$ cat src/rtl/fdtd_ctrl_pkg.sv
// Shared constants for the FDTD step sequencer: APB register offsets,
// CTRL/STATUS bit positions and the sequencer state encoding.
package fdtd_ctrl_pkg;

    localparam logic [4:0] OFF_CTRL    = 5'h00;
    localparam logic [4:0] OFF_STATUS  = 5'h04;
    localparam logic [4:0] OFF_NSTEPS  = 5'h08;
    localparam logic [4:0] OFF_STEPCNT = 5'h0C;
    localparam logic [4:0] OFF_BASE    = 5'h10;
    localparam logic [4:0] OFF_TMO     = 5'h14;

    localparam int CTRL_START  = 0;
    localparam int CTRL_ABORT  = 1;
    localparam int CTRL_IRQ_EN = 2;

    localparam int ST_BUSY    = 0;
    localparam int ST_DONE    = 1;
    localparam int ST_ABORTED = 2;
    localparam int ST_TIMEOUT = 3;

    typedef enum logic [1:0] {
        S_IDLE   = 2'd0,
        S_LAUNCH = 2'd1,
        S_WAIT   = 2'd2,
        S_FINISH = 2'd3
    } state_t;

endpackage

$ cat src/rtl/fdtd_ctrl_regs.sv
// APB register file for the FDTD step sequencer: decode, RW config, sticky
// W1C status and W1 command strobes. FDTD_STEP_TIMEOUT_EN adds the TMO register.
module fdtd_ctrl_regs
    import fdtd_ctrl_pkg::*;
#(
    parameter int APB_ADDR_WIDTH = 12,
    parameter int STEP_W         = 16
) (
    input  logic                      clk,
    input  logic                      rst_n,
    input  logic [APB_ADDR_WIDTH-1:0] paddr,
    input  logic [31:0]               pwdata,
    input  logic                      pwrite,
    input  logic                      psel,
    input  logic                      penable,
    output logic [31:0]               prdata,
    output logic                      pslverr,
    input  logic                      busy,
    input  logic [STEP_W-1:0]         stepcnt,
    input  logic                      set_done,
    input  logic                      set_aborted,
`ifdef FDTD_STEP_TIMEOUT_EN
    input  logic                      set_timeout,
    output logic [31:0]               tmo,
`endif
    input  logic                      clr_flags,
    output logic                      start_req,
    output logic                      abort_req,
    output logic [STEP_W-1:0]         nsteps,
    output logic [31:0]               grid_base,
    output logic                      irq
);

    logic [4:0]        offset;
    logic              unused_paddr_hi;
    logic              access;
    logic              mapped;
    logic              cfg_reg;
    logic              err;
    logic              wr_ok;
    logic [31:0]       rdata;
    logic              irq_en_q;
    logic              done_q;
    logic              aborted_q;
    logic              timeout_q;
    logic [STEP_W-1:0] nsteps_q;
    logic [31:0]       base_q;
    logic              w1c_wr;

    assign offset          = paddr[4:0];
    assign unused_paddr_hi = ^paddr[APB_ADDR_WIDTH-1:5];
    assign access          = psel & penable;

    always_comb begin
        mapped  = 1'b1;
        cfg_reg = 1'b0;
        rdata   = '0;
        case (offset)
            OFF_CTRL:    rdata[CTRL_IRQ_EN] = irq_en_q;
            OFF_STATUS: begin
                rdata[ST_BUSY]    = busy;
                rdata[ST_DONE]    = done_q;
                rdata[ST_ABORTED] = aborted_q;
                rdata[ST_TIMEOUT] = timeout_q;
            end
            OFF_NSTEPS: begin
                rdata   = 32'(nsteps_q);
                cfg_reg = 1'b1;
            end
            OFF_STEPCNT: rdata = 32'(stepcnt);
            OFF_BASE: begin
                rdata   = base_q;
                cfg_reg = 1'b1;
            end
`ifdef FDTD_STEP_TIMEOUT_EN
            OFF_TMO: begin
                rdata   = tmo;
                cfg_reg = 1'b1;
            end
`endif
            default: mapped = 1'b0;
        endcase
    end

    // Config registers are frozen while a run is in progress.
    assign err     = ~mapped | (pwrite & cfg_reg & busy);
    assign pslverr = access & err;
    assign prdata  = (access & mapped) ? rdata : 32'd0;
    assign wr_ok   = access & pwrite & ~err;

    // ABORT takes priority over START in a combined write.
    assign start_req = wr_ok && (offset == OFF_CTRL) && pwdata[CTRL_START] && !pwdata[CTRL_ABORT];
    assign abort_req = wr_ok && (offset == OFF_CTRL) && pwdata[CTRL_ABORT];
    assign w1c_wr    = wr_ok && (offset == OFF_STATUS);

    assign nsteps    = nsteps_q;
    assign grid_base = base_q;

    always_ff @(posedge clk or negedge rst_n) begin
        if (!rst_n) begin
            irq_en_q  <= 1'b0;
            nsteps_q  <= '0;
            base_q    <= '0;
            done_q    <= 1'b0;
            aborted_q <= 1'b0;
            irq       <= 1'b0;
        end else begin
            if (wr_ok && offset == OFF_CTRL)   irq_en_q <= pwdata[CTRL_IRQ_EN];
            if (wr_ok && offset == OFF_NSTEPS) nsteps_q <= pwdata[STEP_W-1:0];
            if (wr_ok && offset == OFF_BASE)   base_q   <= pwdata;
            // A hardware set in the same cycle as a W1C keeps the flag.
            done_q    <= set_done    | (done_q    & ~clr_flags & ~(w1c_wr & pwdata[ST_DONE]));
            aborted_q <= set_aborted | (aborted_q & ~clr_flags & ~(w1c_wr & pwdata[ST_ABORTED]));
            irq       <= irq_en_q & (done_q | timeout_q);
        end
    end

`ifdef FDTD_STEP_TIMEOUT_EN
    always_ff @(posedge clk or negedge rst_n) begin
        if (!rst_n) begin
            tmo       <= '0;
            timeout_q <= 1'b0;
        end else begin
            if (wr_ok && offset == OFF_TMO) tmo <= pwdata;
            timeout_q <= set_timeout | (timeout_q & ~clr_flags & ~(w1c_wr & pwdata[ST_TIMEOUT]));
        end
    end
`else
    assign timeout_q = 1'b0;
`endif

endmodule

$ cat src/rtl/fdtd_step_ctrl.sv
// FDTD time-step sequencer: launches one engine step at a time, counts completed
// steps, handles abort and raises the interrupt. FDTD_STEP_TIMEOUT_EN adds a WAIT watchdog.
module fdtd_step_ctrl
    import fdtd_ctrl_pkg::*;
#(
    parameter int APB_ADDR_WIDTH = 12,
    parameter int STEP_W         = 16
) (
    input  logic                      clk_i,
    input  logic                      rst_n,
    input  logic [APB_ADDR_WIDTH-1:0] PADDR,
    input  logic [31:0]               PWDATA,
    input  logic                      PWRITE,
    input  logic                      PSEL,
    input  logic                      PENABLE,
    output logic [31:0]               PRDATA,
    output logic                      PREADY,
    output logic                      PSLVERR,
    output logic                      step_start_o,
    input  logic                      step_done_i,
    output logic [STEP_W-1:0]         step_idx_o,
    output logic [31:0]               grid_base_o,
    output logic                      int_o
);

    state_t            state_q;
    state_t            state_d;
    logic [STEP_W-1:0] stepcnt_q;
    logic [STEP_W-1:0] stepcnt_inc;
    logic [STEP_W-1:0] nsteps;
    logic              abort_pend_q;
    logic              busy;
    logic              start_req;
    logic              abort_req;
    logic              set_done;
    logic              set_aborted;
    logic              clr_flags;
    logic              cnt_clr;
    logic              cnt_inc;
    logic              timeout_hit;
`ifdef FDTD_STEP_TIMEOUT_EN
    logic [31:0]       tmo;
    logic [31:0]       wd_q;
    logic              set_timeout;
`endif

    fdtd_ctrl_regs #(
        .APB_ADDR_WIDTH(APB_ADDR_WIDTH),
        .STEP_W        (STEP_W)
    ) u_regs (
        .clk        (clk_i),
        .rst_n      (rst_n),
        .paddr      (PADDR),
        .pwdata     (PWDATA),
        .pwrite     (PWRITE),
        .psel       (PSEL),
        .penable    (PENABLE),
        .prdata     (PRDATA),
        .pslverr    (PSLVERR),
        .busy       (busy),
        .stepcnt    (stepcnt_q),
        .set_done   (set_done),
        .set_aborted(set_aborted),
`ifdef FDTD_STEP_TIMEOUT_EN
        .set_timeout(set_timeout),
        .tmo        (tmo),
`endif
        .clr_flags  (clr_flags),
        .start_req  (start_req),
        .abort_req  (abort_req),
        .nsteps     (nsteps),
        .grid_base  (grid_base_o),
        .irq        (int_o)
    );

    assign PREADY       = 1'b1;
    assign busy         = (state_q != S_IDLE);
    assign step_start_o = (state_q == S_LAUNCH);
    assign step_idx_o   = stepcnt_q;
    assign stepcnt_inc  = stepcnt_q + STEP_W'(1);

`ifdef FDTD_STEP_TIMEOUT_EN
    // wd_q holds the WAIT cycles already elapsed, so this fires in the TMO-th one.
    assign timeout_hit = (tmo != 32'd0) && (wd_q == tmo - 32'd1);
`else
    assign timeout_hit = 1'b0;
`endif

    always_comb begin
        state_d     = state_q;
        set_done    = 1'b0;
        set_aborted = 1'b0;
        clr_flags   = 1'b0;
        cnt_clr     = 1'b0;
        cnt_inc     = 1'b0;
`ifdef FDTD_STEP_TIMEOUT_EN
        set_timeout = 1'b0;
`endif
        case (state_q)
            S_IDLE: begin
                if (start_req) begin
                    // STEPCNT restarts even for an empty run so it reflects this run.
                    cnt_clr = 1'b1;
                    if (nsteps == '0) begin
                        state_d = S_FINISH;
                    end else begin
                        clr_flags = 1'b1;
                        state_d   = S_LAUNCH;
                    end
                end
            end
            S_LAUNCH: state_d = S_WAIT;
            S_WAIT: begin
                if (step_done_i) begin
                    cnt_inc = 1'b1;
                    if (abort_pend_q) begin
                        set_aborted = 1'b1;
                        state_d     = S_FINISH;
                    end else if (stepcnt_inc == nsteps) begin
                        state_d = S_FINISH;
                    end else begin
                        state_d = S_LAUNCH;
                    end
                end else if (timeout_hit) begin
                    set_aborted = 1'b1;
`ifdef FDTD_STEP_TIMEOUT_EN
                    set_timeout = 1'b1;
`endif
                    state_d     = S_FINISH;
                end
            end
            S_FINISH: begin
                set_done = 1'b1;
                state_d  = S_IDLE;
            end
            default: state_d = S_IDLE;
        endcase
    end

    always_ff @(posedge clk_i or negedge rst_n) begin
        if (!rst_n) begin
            state_q      <= S_IDLE;
            stepcnt_q    <= '0;
            abort_pend_q <= 1'b0;
        end else begin
            state_q <= state_d;
            if (cnt_clr)      stepcnt_q <= '0;
            else if (cnt_inc) stepcnt_q <= stepcnt_inc;
            if (state_q == S_FINISH)   abort_pend_q <= 1'b0;
            else if (abort_req && busy) abort_pend_q <= 1'b1;
        end
    end

`ifdef FDTD_STEP_TIMEOUT_EN
    always_ff @(posedge clk_i or negedge rst_n) begin
        if (!rst_n)                 wd_q <= '0;
        else if (state_q == S_LAUNCH) wd_q <= '0;
        else if (state_q == S_WAIT)   wd_q <= wd_q + 32'd1;
    end
`endif

endmodule

$ cat config.mk
export PLATFORM = sky130hd
export DESIGN_NAME = fdtd_step_ctrl
export DESIGN_NICKNAME = d
export VERILOG_FILES = /design/src/rtl/fdtd_ctrl_pkg.sv /design/src/rtl/fdtd_ctrl_regs.sv /design/src/rtl/fdtd_step_ctrl.sv
export SDC_FILE = /design/constraint.sdc
export NUM_CORES = 1
export LEC_CHECK = 0
export CORE_ASPECT_RATIO = 0.6
export CORE_MARGIN = 8
export CORE_UTILIZATION = 25
export DETAILED_ROUTE_END_ITERATION = 6
export GPL_TIMING_DRIVEN = 0
export SYNTH_ARGS = -nofsm -noshare
export SYNTH_HDL_FRONTEND = slang
export SYNTH_SLANG_ARGS = --single-unit
$ cat constraint.sdc
create_clock -name clk_i -period 2.4 [get_ports clk_i]
set_input_delay 0.48 -clock clk_i [delete_from_list [all_inputs] [get_ports clk_i]]
set_output_delay 0.48 -clock clk_i [all_outputs]
set_load 0.1 [all_outputs]
# Word-level counts from Yosys, hierarchy flattened
# Cells that the tools add are included.
# classes
eq_ne	10
n_bitwise	22
reduce_logical	18
addsub	1
muxes	28
# op_table
operator	n
one-hot mux 28 bit (3 select lines)	1
two-way mux 16 bit	2
two-way mux 32 bit	1
adder 16 x 1 -> 16 bit, second input constant	1
== test 16 bit	1
logical NOT 16 bit	1
one-hot mux 2 bit (4 select lines)	2
two-way mux 1 bit	15
bitwise AND 1 bit	14
== test 5 x 4 -> 1 bit, second input constant	2
two-way mux 2 bit	5
logical AND 1 bit	8
nonzero test 2 bit	3
== test 5 x 3 -> 1 bit, second input constant	1
== test 5 bit, second input constant	1
logical NOT 5 bit	1
NOT 1 bit	5
one-hot mux 1 bit (5 select lines)	1
OR reduction 5 bit	1
== test 2 bit, second input constant	2
inequality test 2 bit, second input constant	2
OR 1 bit	3
one-hot mux 1 bit (3 select lines)	1
== test 2 x 1 -> 1 bit, second input constant	1
other kinds (4)	4
# word_totals
elab_cells	88
reg_bits	71
out_inout_bits	84

# Longest topological paths before layout
# Gate-level depths: netlist (run 1).
# logic_depth
ltp_word	17
depth_mapped	9

# By module
# A second synthesis (run 1) with hierarchy kept.
# hier_totals
cells_unflattened	403
hier_area_um2	4210.3
# modules_own_cells
mod	seq_area_each_um2	instances	area_each_um2	cells_each
fdtd_ctrl_regs	1301.2	1	2683.8	215
fdtd_step_ctrl	475.5	1	1526.5	188

# Worst setup path before layout (run 1)
# OpenSTA, ideal clock, no wires.
# synth_timing
kind	register to output
start	register stepcnt_q[2] (netlist: step_idx_o[2])
end	output port PRDATA[2]
arrival_ns	3.635
required_ns	1.920
path_stages_with_launch	5
slack_ns	-1.715
path_buffers	1
cell_sequence	dfrtp_1 buf_2 mux2_2 nand2_1 a21boi_0
# synth_between
elab_chain_cells	2
# synth_lines
item	line_no	source
start: declaration	fdtd_step_ctrl.sv:28	logic [STEP_W-1:0] stepcnt_q;
start signal: assignment	fdtd_step_ctrl.sv:148	else if (cnt_inc) stepcnt_q <= stepcnt_inc;
one-hot mux 1 bit (5 select lines)	fdtd_ctrl_regs.sv:58	case (offset)
two-way mux 32 bit	fdtd_ctrl_regs.sv:88	assign prdata = (access & mapped) ? rdata : 32'd0;
end: declaration	fdtd_step_ctrl.sv:16	output logic [31:0] PRDATA,
# Every way passes these cells.

# Worst setup path after layout (run 1)
# layout_timing
start	register u_regs.base_q[14] (netlist: u_regs.grid_base[14])
end	output port grid_base_o[14]
# layout_lines
item	line_no	source
start: declaration	fdtd_ctrl_regs.sv:47	logic [31:0] base_q;
start signal: assignment	fdtd_ctrl_regs.sv:110	if (wr_ok && offset == OFF_BASE) base_q <= pwdata;
end: declaration	fdtd_step_ctrl.sv:22	output logic [31:0] grid_base_o,
# No word-level cell between the ends.

==> flow_summary.toml, run 1 <==
[clocking]
cts_tree = "done"
clkTransAtPathRegs_ps = 60
clock_latency_ps = 340
clockBufferDepth = 2
h-tree-depth = 3
cts_root_buf = "clkbuf_16"
clkSinkCount = 71
cts_buffers = 9

[run_status]
status = "finished, final reports clean"

[power_and_ir_drop]
power_density_nw_per_um2 = 595
leakagePower_uw = 0.00304
ir_drop_mv = 0.544

[layout]
num_antenna_cells = 0
final.fill_count = 1604
area_delta_synth_final_pct = 61.4
nets = 594
layout-drive-gt1-share = 0.380
multi_input_area_sq_um = 2490
seq_area_sq_um = 1790
fin_cells = 782

[drt]
dr.pass1.iters = 5
dr.first_iter.drc_count = 281
route.met2.wl_microns = 6320
routed_wl_microns = 15400
dr.max_layer_used = "met4"
vias = 3791
drcViolationCount = 0
antenna_left = 0
drt-vias-per-instance = 4.85
wl_met1_microns = 7550
routed-wl-met3_microns = 1460
wl_per_cell_microns = 19.7

[timing]
drv_slew = 0
relSlewSlack = 0.318
fin_crit_sh = 0.990
report.final.setup_viol = 0
tightestPinTransition_ps = 1020
fin_setup_tns_ps = 0
finalHoldViolCount = 0
clock_skew_ps = 6.53
fmax_ghz = 0.421
rsz0062_at_grt = "yes"
period_minus_slack_ps = 2380

[grt]
grt_pass1_wl_microns = 23200
grt_pass1_vias = 3842
antenna_found_initial = 0
grt_usage = 0.141
overflow = 0
grt_max_degree = 62

[min_path]
hold_path.class = "input pin to asynchronous set/reset pin"

[floorplanning]
start_util = 0.252
core_sq_um = 16900
ios = 134
die_area_sq_um = 21600
rows = 37
die_x_microns = 184
die_h_microns = 117

[critical_path]
cp-startpoint = "u_regs.grid_base[14]"
crit_type = "flip-flop to output port"
slowest_delay_ps = 1160
crit_family = "buffers and inverters"
critical_path_required_ps = 1920
cp-start-kind = "flip-flop"
worstReg2RegStart = "step_idx_o[0]"
setup.worst_path.end_class = "output port"
cp.buffers_inverters = 1
arrival_ps = 1900
crit_chain = "clkdlybuf4s50_1"
slowest_stage = "clkdlybuf4s50_1"
crit_fanout = 3

[synth]
syn_area_sq_um = 4250
syn_avg_cell_area_sq_um = 10.8
yosys_warnings = 0
yosys_most_used_dff = "dfrtp_1"
synth_edf_count = 0
yosysSeqAreaShare = 0.418
yosysTopAreaCellShare = 0.418
synth_area_leaders = "dfrtp_1, mux2_4, xnor2_1, nor2_1, a222oi_1"
ys_ff_latch = 71
synthCells = 393
synth_nets = 444
synth_cell_types = 55
async_reset_ff_frac = 1.00
yosys.area.top_type = "dfrtp_1"

[placed_design]
dpl.hpwl_microns = 11400
place_inst = 752
portBuffers = 124
gp_congestion = 0.893

[run]
maxCapViolCount = 0
[worst reg2reg max path, stage by stage (launching register included)]
cell and delay [ps]:
dfrtp_2 480, ha_1 350, nand3_1 260, nor4_4 460, nand3_1 140, xnor2_1 180
nand4_1 160, o21ai_1 170
[kinds of logic after synthesis]
group           after synthesis  synth area share
flops                        71             0.418
fa+ha+maj                     1           0.00294
compound gates               49            0.0856
buf+inv                      34            0.0459
xor+xnor                     33            0.0679
simple gates                151             0.204
mux                          53             0.175
other cells                   1          0.000882
[Yosys cell counts, types with 4 or more instances]
master / n
a21oi_1: 10
clkbuf_1: 15
xnor2_1: 25
o21ai_0: 6
nand3_1: 8
nor3_1: 7
a222oi_1: 13
and3b_1: 5
nor4_1: 5
mux2_2: 11
nor2b_1: 6
buf_6: 6
dfrtp_1: 71
buf_2: 9
a211oi_1: 4
mux2_4: 40
nor2_1: 42
and3_1: 19
nand4_1: 7
nand2_1: 21
xor2_1: 8
[per-layer routing]
metal  GRT usage  vias up
met1       0.203     1897
met2       0.198      164
li1            -     1719
met4      0.0246        0
met3      0.0546       11
met5           0        -
[worst paths after layout]
path | endpoint | slack, ps | cells after the start
worst min-delay path | u_regs.grid_base[13] | 530 | 2
worst max-delay path | grid_base_o[14] | 20 | 1
min in group clk_i | u_regs.grid_base[31] | 530 | 1
max in group asynchronous | step_idx_o[4] | 1270 | 3
worst min register to register | u_regs.grid_base[31] | 530 | 1
worst max register to register | state_q[1] | 140 | 7
[cells in the final DEF, fill, tap and decap left out, types with 9 or more instances in the layout]
master | netlist | final
a222oi_1 | 13 | 13
and3_2 | 0 | 16
buf_12 | 0 | 17
buf_4 | 3 | 16
buf_6 | 6 | 13
buf_8 | 0 | 16
clkbuf_16 | 0 | 12
clkdlybuf4s50_1 | 0 | 65
dfrtp_1 | 71 | 63
dlygate4sd2_1 | 0 | 10
dlymetal6s2s_1 | 0 | 9
mux2_2 | 11 | 11
mux2_4 | 40 | 40
nand2_1 | 21 | 20
nor2_1 | 42 | 29
nor2_4 | 0 | 13
xnor2_1 | 25 | 25
[stage by stage]
stage                     cell area, sq um  utilization  hold slack, ps  setup slack (ps)  total power [uW]
after floorplan                       4480            -             184              -139              2140
after global placement                6020        0.356             507             -2010              2510
after detailed placement              6040        0.358             342             -1760              2510
after CTS                             6660        0.394             529              1.94              4100
after global routing                  6870        0.406             543             -29.6              4240
final                                 6870        0.406             529              23.7              4090
[layout make-up]
cell class                 instances  area share
multi-input combinational        288       0.362
sequential                        71       0.260
timing repair buffer             140       0.243
tap                              234      0.0426
buffer                            32      0.0410
clock buffer                      10      0.0348
clock inverter                     6      0.0157
inverter                           1    0.000547
[state kept, by name, indices dropped and copies added, names as in the netlist]
name / cells
u_regs.grid_base: 32
u_regs.nsteps: 16
u_regs.done_q: 1
u_regs.irq_en_q: 1
u_regs.aborted_q: 1
abort_pend_q: 1
step_idx_o: 16
state_q: 2
u_regs.irq: 1
[where the power goes]
part	internal [uW]	switching [uW]	leakage (uW)
clock network	1040	540	0.000168
logic	373	785	0.00191
registers	1270	77.2	0.000963
total	2680	1400	0.00304
[what timing repair did]
item | 4_1_cts | 5_1_grt
buffers inserted | 10 | 2
hold buffers | 1 | 0
resized for setup | 305 | 46
hold endpoints to repair | 10 | 0
endpoints found under the setup margin | 65 | 42
cloned | 1 | 1
pin swaps | 11 | 8
Note: power is estimated with default switching activity, not from simulation.
==> run 2: changes to the inputs <==
--- a/config.mk
+++ b/config.mk
@@ -10,6 +10,7 @@
 export CORE_UTILIZATION = 25
 export DETAILED_ROUTE_END_ITERATION = 6
 export GPL_TIMING_DRIVEN = 0
+export RECOVER_POWER = 25
 export SYNTH_ARGS = -nofsm -noshare
 export SYNTH_HDL_FRONTEND = slang
 export SYNTH_SLANG_ARGS = --single-unit
==> run 2 against run 1 <==
Compared with the run above:
- worst setup slack worse by 1.7 ps
- die area is the same
- wire length barely moved
- non-clock buffer count unchanged
- cell area hardly changed
- highest routed layer unchanged
- fmax about the same
==> flow_summary.toml, run 2 (synthesis results as in run 1) <==
[run_status]
status = "finished, final reports clean"

[drt]
drt-vias-per-instance = 4.84
dr.first_iter.drc_count = 281
routed_wl_microns = 15400
drcViolationCount = 0
vias = 3788
wl_per_cell_microns = 19.7
antenna_left = 0
dr.pass1.iters = 7

[critical_path]
crit_chain = "clkdlybuf4s50_1"
crit_family = "buffers and inverters"
worstReg2RegStart = "step_idx_o[0]"
slowest_delay_ps = 1160
critical_path_required_ps = 1920
r2r_slack_ps = 140
setup.worst_path.end_class = "output port"
r2r_cells = 7
cp-start-kind = "flip-flop"
worstReg2RegEnd = "state_q[1]"
crit_type = "flip-flop to output port"
cp.buffers_inverters = 1
arrival_ps = 1900
crit_fanout = 3
slowest_stage = "clkdlybuf4s50_1"

[layout]
largest_reg_flops = 32
final.fill_count = 1606
final_cell_mix = "clkdlybuf4s50_1, dfrtp_1, mux2_4"
nets = 594
num_antenna_cells = 0
layout-drive-gt1-share = 0.378
fin_cells = 782
area_delta_synth_final_pct = 61.3
final_common_cell = "clkdlybuf4s50_1"

[power_and_ir_drop]
power_density_nw_per_um2 = 595
ir_drop_mv = 0.544
leakagePower_uw = 0.00303
total_power_uw = 4090

[timing]
fin_setup_tns_ps = 0
fin_crit_sh = 0.991
fmax_ghz = 0.421
drv_slew = 0
tightestPinTransition_ps = 1020
report.final.setup_viol = 0
finalHoldViolCount = 0
clock_skew_ps = 6.52
relSlewSlack = 0.318
finalWorstSetupSlack_ps = 21.9
hold_ws_ps = 529
rsz0062_at_grt = "yes"
period_minus_slack_ps = 2380

[grt]
overflow = 0
grt_max_degree = 62
grt_pass1_wl_microns = 23200
grt_usage = 0.141
grt_pass1_vias = 3842
antenna_found_initial = 0

[run]
maxCapViolCount = 0

[placed_design]
place_inst = 752
pre_cts_ws_ps = -1760
dpl.hpwl_microns = 11400
portBuffers = 124
gp_congestion = 0.893

[floorplanning]
die_area_sq_um = 21600
core_sq_um = 16900
rows = 37
ios = 134
die_h_microns = 117
start_util = 0.252
die_x_microns = 184

[clocking]
clkTransAtPathRegs_ps = 60
cts_tree = "done"
cts_buffers = 9
h-tree-depth = 3
clock_latency_ps = 340
clkSinkCount = 71
clockBufferDepth = 2
cts_root_buf = "clkbuf_16"

[min_path]
hold_path_end = "u_regs.grid_base[31]"
holdPathStages = 1
min_from = "u_regs.grid_base[31]"
hold_path.class = "flip-flop to flip-flop"
run 2: changes by cell type in the layout (fill, tap and decap cells not counted), sizes merged:
cell / previous run / this run
buf: 70 / 69
clkbuf: 25 / 26
run 2: repair_timing:
action | 4_1_cts | 5_1_grt
hold endpoints to repair | 10 | 0
hold buffers | 1 | 0
setup endpoints to repair | 65 | 42
cloned | 1 | 1
setup buffers | 10 | 2
gates resized for setup | 305 | 46
pin swaps | 11 | 8
run 2: how the worst max path moves through the flow:
stage | depth (start not counted) | endpoint | from | slack [ps]
after global placement | 1 | step_idx_o[1] | rst_n | -2010
after CTS | 1 | grid_base_o[6] | u_regs.grid_base[6] | 2
final | 1 | grid_base_o[14] | u_regs.grid_base[14] | 20
after global routing | 1 | grid_base_o[14] | u_regs.grid_base[14] | -30
after floorplan | 4 | PRDATA[2] | step_idx_o[2] | -140
after detailed placement | 7 | PRDATA[14] | PADDR[1] | -1760
run 2: per-layer routing:
| layer | vias to the layer above | global-route usage | routed length (microns) |
|---|---|---|---|
| li1 | 1719 | - | - |
| met1 | 1896 | 0.203 | 7570 |
| met2 | 162 | 0.198 | 6330 |
| met3 | 11 | 0.0546 | 1450 |
| met4 | 0 | 0.0246 | 96 |
| met5 | - | 0 | 0 |
run 2: where the power goes:
part / internal (uW) / switching [uW]
sequential: 1270 / 77.1
clock: 1040 / 540
combinational: 372 / 785
run 2: final cells by class:
type,count,area [sq um],area share
buffer,32,282,0.0410
clock buffer,10,239,0.0348
clock inverter,6,108,0.0157
inverter,1,3.75,0.000547
multi-input combinational,288,2490,0.362
sequential,71,1790,0.260
tap,234,293,0.0427
timing repair buffer,140,1660,0.242
run 2: stage by stage:
stage | utilization | cell area, sq um
final | 0.406 | 6860
after global routing | 0.406 | 6860
after CTS | 0.394 | 6660
after detailed placement | 0.358 | 6040
after global placement | 0.356 | 6020
after floorplan | - | 4480
